<file path="src/rtl/inst_fetch_unit_pkg.sv">
// Shared encodings for the instruction fetch stage: FSM state codes and
// error cause codes reported on err_cause.
package inst_fetch_unit_pkg;

    localparam int unsigned STATE_LEN = 2;
    localparam int unsigned CAUSE_LEN = 2;
    localparam int unsigned TO_CNT_LEN = 8;

    typedef enum logic [STATE_LEN-1:0] {
        IF_IDLE = 2'b00,
        IF_REQ  = 2'b01,
        IF_DONE = 2'b10,
        IF_ERR  = 2'b11
    } if_state_t;

    typedef enum logic [CAUSE_LEN-1:0] {
        ERR_NONE     = 2'b00,
        ERR_MISALIGN = 2'b01,
        ERR_TIMEOUT  = 2'b10
    } err_cause_t;

endpackage

</file>
<file path="src/rtl/inst_fetch_unit.sv">
// Instruction fetch stage: request/acknowledge fetch from variable-latency
// instruction memory into an instruction register, with sticky error reporting.
module inst_fetch_unit
    import inst_fetch_unit_pkg::*;
#(
    parameter int unsigned ADDR_LEN = 32,
    parameter int unsigned DATA_LEN = 32,
    parameter int unsigned TIMEOUT  = 15
) (
    input  logic                clk,
    input  logic                rst,
    input  logic                fetch_start,
    input  logic [ADDR_LEN-1:0] pc_in,
    output logic                imem_req,
    output logic [ADDR_LEN-1:0] imem_addr,
    input  logic                imem_ack,
    input  logic [DATA_LEN-1:0] imem_rdata,
    output logic [DATA_LEN-1:0] inst,
    output logic                inst_valid,
    output logic                busy,
    output logic                fetch_err,
    output logic [1:0]          err_cause,
    input  logic                err_clr,
    output logic [31:0]         fetch_cnt
);

    localparam logic [TO_CNT_LEN-1:0] TO_LAST = TO_CNT_LEN'(TIMEOUT - 1);

    if_state_t               state_q, state_d;
    err_cause_t              cause_q, cause_d;
    logic [TO_CNT_LEN-1:0]   to_q, to_d;
    logic                    req_d, valid_d, busy_d, err_d;
    logic [ADDR_LEN-1:0]     addr_d;
    logic [DATA_LEN-1:0]     inst_d;
    logic [31:0]             cnt_d;

    always_ff @(posedge clk or negedge rst) begin
        if (!rst) begin
            state_q    <= IF_IDLE;
            cause_q    <= ERR_NONE;
            to_q       <= '0;
            imem_req   <= 1'b0;
            imem_addr  <= '0;
            inst       <= '0;
            inst_valid <= 1'b0;
            busy       <= 1'b0;
            fetch_err  <= 1'b0;
            fetch_cnt  <= '0;
        end else begin
            state_q    <= state_d;
            cause_q    <= cause_d;
            to_q       <= to_d;
            imem_req   <= req_d;
            imem_addr  <= addr_d;
            inst       <= inst_d;
            inst_valid <= valid_d;
            busy       <= busy_d;
            fetch_err  <= err_d;
            fetch_cnt  <= cnt_d;
        end
    end

    assign err_cause = cause_q;

    always_comb begin
        state_d = state_q;
        cause_d = cause_q;
        to_d    = to_q;
        req_d   = imem_req;
        addr_d  = imem_addr;
        inst_d  = inst;
        valid_d = 1'b0;
        err_d   = fetch_err;
        cnt_d   = fetch_cnt;

        case (state_q)
            IF_IDLE: begin
                if (fetch_start) begin
                    if (pc_in[1:0] == 2'b00) begin
                        addr_d  = pc_in;
                        req_d   = 1'b1;
                        to_d    = '0;
                        state_d = IF_REQ;
                    end else begin
                        err_d   = 1'b1;
                        cause_d = ERR_MISALIGN;
                        state_d = IF_ERR;
                    end
                end
            end
            // Ack is checked before the timeout so a response on the final
            // allowed cycle still completes the fetch.
            IF_REQ: begin
                if (imem_ack) begin
                    inst_d  = imem_rdata;
                    req_d   = 1'b0;
                    valid_d = 1'b1;
                    cnt_d   = fetch_cnt + 32'd1;
                    state_d = IF_DONE;
                end else if (to_q == TO_LAST) begin
                    req_d   = 1'b0;
                    err_d   = 1'b1;
                    cause_d = ERR_TIMEOUT;
                    state_d = IF_ERR;
                end else begin
                    to_d = to_q + 1'b1;
                end
            end
            IF_DONE: state_d = IF_IDLE;
            IF_ERR: begin
                if (err_clr) begin
                    err_d   = 1'b0;
                    cause_d = ERR_NONE;
                    state_d = IF_IDLE;
                end
            end
            default: state_d = IF_IDLE;
        endcase

        busy_d = (state_d == IF_REQ) || (state_d == IF_DONE);
    end

endmodule

</file>
<file path="config.mk">
export PLATFORM = sky130hd
export DESIGN_NAME = inst_fetch_unit
export DESIGN_NICKNAME = d
export VERILOG_FILES = /design/src/rtl/inst_fetch_unit_pkg.sv /design/src/rtl/inst_fetch_unit.sv
export SDC_FILE = /design/constraint.sdc
export NUM_CORES = 1
export LEC_CHECK = 0
export BUFFER_PORTS_ARGS = -buffer_cell sky130_fd_sc_hd__buf_2
export CAP_MARGIN = 10
export CORE_MARGIN = 2
export CORE_UTILIZATION = 30
export CTS_CLUSTER_SIZE = 28
export DETAILED_ROUTE_END_ITERATION = 10
export PLACE_DENSITY = 0.58
export SETUP_SLACK_MARGIN = 0.4
export SLEW_MARGIN = 20
export SYNTH_ARGS = -nofsm -noshare
export SYNTH_HDL_FRONTEND = slang
export SYNTH_SLANG_ARGS = --single-unit
</file>
<file path="constraint.sdc">
create_clock -name clk -period 3.94 [get_ports clk]
set_input_delay 0.197 -clock clk [delete_from_list [all_inputs] [get_ports clk]]
set_output_delay 0.197 -clock clk [all_outputs]
set_load 0.1 [all_outputs]
</file>
==> metrics.txt <==
outcome=complete, but fails checks; via density per instance=4.50; startpoint types=flip-flop; crit-path cells=inv_1, ha_1, and4_1, nand4_1, or3_1, nor2_1, xor2_1; Final Max Tran Viols=0; overall die height=about 130 um; Setup TNS Final=0 ns; Worst Tran Pin Value=between 0.9 and 1 ns; Synth Flop Type=dfrtp_1; area leader, netlist=dfrtp_1; CP Class=reg2reg; Syn Inst Count=between 300 and 400; commonest cells in the synthesized netlist=dfrtp_1 (112), mux2_2 (63), xnor2_1 (29); Syn Nets=around 440; Mapped Area=~4800 um^2; sequential share of the synthesized area=between 50 and 60%; Max Fanout on Critical Path=17; Clock transition at path regs=approximately 0.070 ns; row cnt=46; I/O Buffers=between 150 and 200; syn_area_per_cell=13.2 um^2; H-Tree Depth=3; die area=approximately 17000 um^2; # IOs=approximately 170; Arrival @ worst endpoint=about 2.8 ns; Worst-Skew Late Latency=0.35 ns; TritonCTS clock tree=done; fillcell total=~1.5k; die width=between 100 and 150 um; Area growth syn-to-layout=29.4%; Remaining DRCs=0; Final Hold Slack=-0.00149 ns; pin count of the biggest net entering global routing=74; initial antenna violation count=0; Worst Skew=roughly 0.011 ns; CP peak stage delay=about 0.53 ns; Tcrit/Tclk final=a little over three fifths; routability cong.=between 0.7 and 0.8; final net count=roughly 610; grt total ovfl=0; async set or reset register ratio after synthesis=100%; initial core utilization=a little under a third; #FFs+latches synth=between 100 and 150; RSZ-0062 raised after global routing=false; Synth cell types=40; Num CTS Buffers=9; per-cell routed wire length=approximately 14 um; share of layout cells above drive strength 1=between 40% and 50%; endpoints failing hold=2; core area=~16000 um^2; Routed WL=~11000 um; HP Class=in2async; number of global-route vias before repair=about 3.5k; CTS Sinks=between 100 and 150; Max Fclk=roughly 400 MHz; most frequent cell after synthesis=dfrtp_1; Final HPWL DP=between 7000 and 8000 um; Max clock buf depth=2; antenna cell count=0; worst endpoint required time=4.21 ns; drt pass-1 iters=5; EDFF count, synth=0; Synth area leaders=dfrtp_1 (59%), mux2_2 (15%), xnor2_1 (5.3%); Iteration-0 DRC Markers=just under 80; Setup-failing EPs final=0; critical path's slowest cell=ha_1; post-route ant nets=0; max-cap viol count=0; Worst setup EP type=flip-flop; CTS root buf=clkbuf_16; yosys warns=0; total track usage=around an eighth; violated checks=negative hold slack; final core occ=between 30% and 40%; min Tclk post-route=around 2.5 ns; DR vias=around 3.4k; top-area cell type share of the netlist area=between 50 and 60%; post_cts resized=0; hold buffer count at CTS=0; Post-CTS Setup Bufs=0; Slew headroom=between 30% and 40%; first-pass GRT wire length=17300 um
cell families (layout without fill, tap and decap cells):
group / Yosys count / in the layout / share of synthesized area, %
DFF: 112 / 112 / 58.9
and+or+nand+nor: 93 / 93 / 11.5
muxes: 64 / 64 / 15.1
xor gates and xnor gates: 38 / 38 / 7.00
AOI/OAI and AO/OA: 24 / 24 / 3.68
buffers and inverters: 21 / 197 / 1.92
adders and majority gates: 7 / 7 / 1.84
registers in the layout, indices dropped and copies added (netlist names), 2 cells and up:
name	cells
to_q	8
imem_addr	32
fetch_cnt	32
inst	32
err_cause	2
state_q	2
cell usage in the layout (no fill, tap or decap), drive strengths merged, types with 7 or more instances in the layout:
| master | instances |
|---|---|
| nand2 | 22 |
| clkbuf | 11 |
| inv | 10 |
| dfrtp | 112 |
| nand3 | 11 |
| nor2 | 19 |
| ha | 7 |
| buf | 172 |
| xor2 | 9 |
| mux2 | 63 |
| xnor2 | 29 |
| nand4 | 13 |
| o21ai | 8 |
per-stage QoR:
step | area, um^2 | hold slack [ns] | worst slack, ns | instances
2_1_floorplan | 4750 | -0.0986 | 1.50 | 359
3_3_place_gp | 5840 | 0.412 | 1.56 | 735
3_5_place_dp | 5840 | 0.420 | 1.48 | 735
4_1_cts | 6150 | 0.0272 | 1.46 | 751
5_1_grt | 6150 | 0.0580 | 1.20 | 751
6_report | 6150 | -0.00149 | 1.45 | 751
critical path: cells and delay by family (launching register included):
family	cells	cell delay [ns]
xor gates and xnor gates	1	0.17
adders and majority gates	1	0.53
buffers and inverters	1	0.12
DFF	1	0.42
and+or+nand+nor	4	1.17
final timing paths:
check | start | cells after the start | to | slack (ns)
worst min-delay path | rst | 1 | fetch_cnt[6] | -0.001
worst max-delay path | state_q[1] | 7 | fetch_cnt[18] | 1.45
worst min register to register | fetch_cnt[31] | 1 | fetch_cnt[31] | 0.47
worst max register to register | state_q[1] | 7 | fetch_cnt[18] | 1.45
max in group asynchronous | rst | 2 | imem_addr[13] | 2.89
min in group clk | imem_rdata[24] | 2 | inst[24] | 0.07
cell type report:
class / instances / area, um^2 / share of cell area (%)
Clock buffer: 11 / 253 / 4.11
Clock inverter: 5 / 62.6 / 1.02
Inverter: 9 / 33.8 / 0.549
Multi-Input combinational cell: 226 / 1860 / 30.2
Sequential cell: 112 / 2800 / 45.6
Tap cell: 216 / 270 / 4.39
Timing Repair Buffer: 172 / 868 / 14.1
routing by layer:
metal,track usage (%),vias to the layer above,routed length [um]
met3,4.14,12,659
li1,-,1589,-
met1,16.1,1678,4450
met2,21.4,97,5300
met4,5.00,0,176
met5,0,-,0
Power is not shown: default switching activity piles up to over one toggle a cycle in this logic, so the estimate is an artifact.
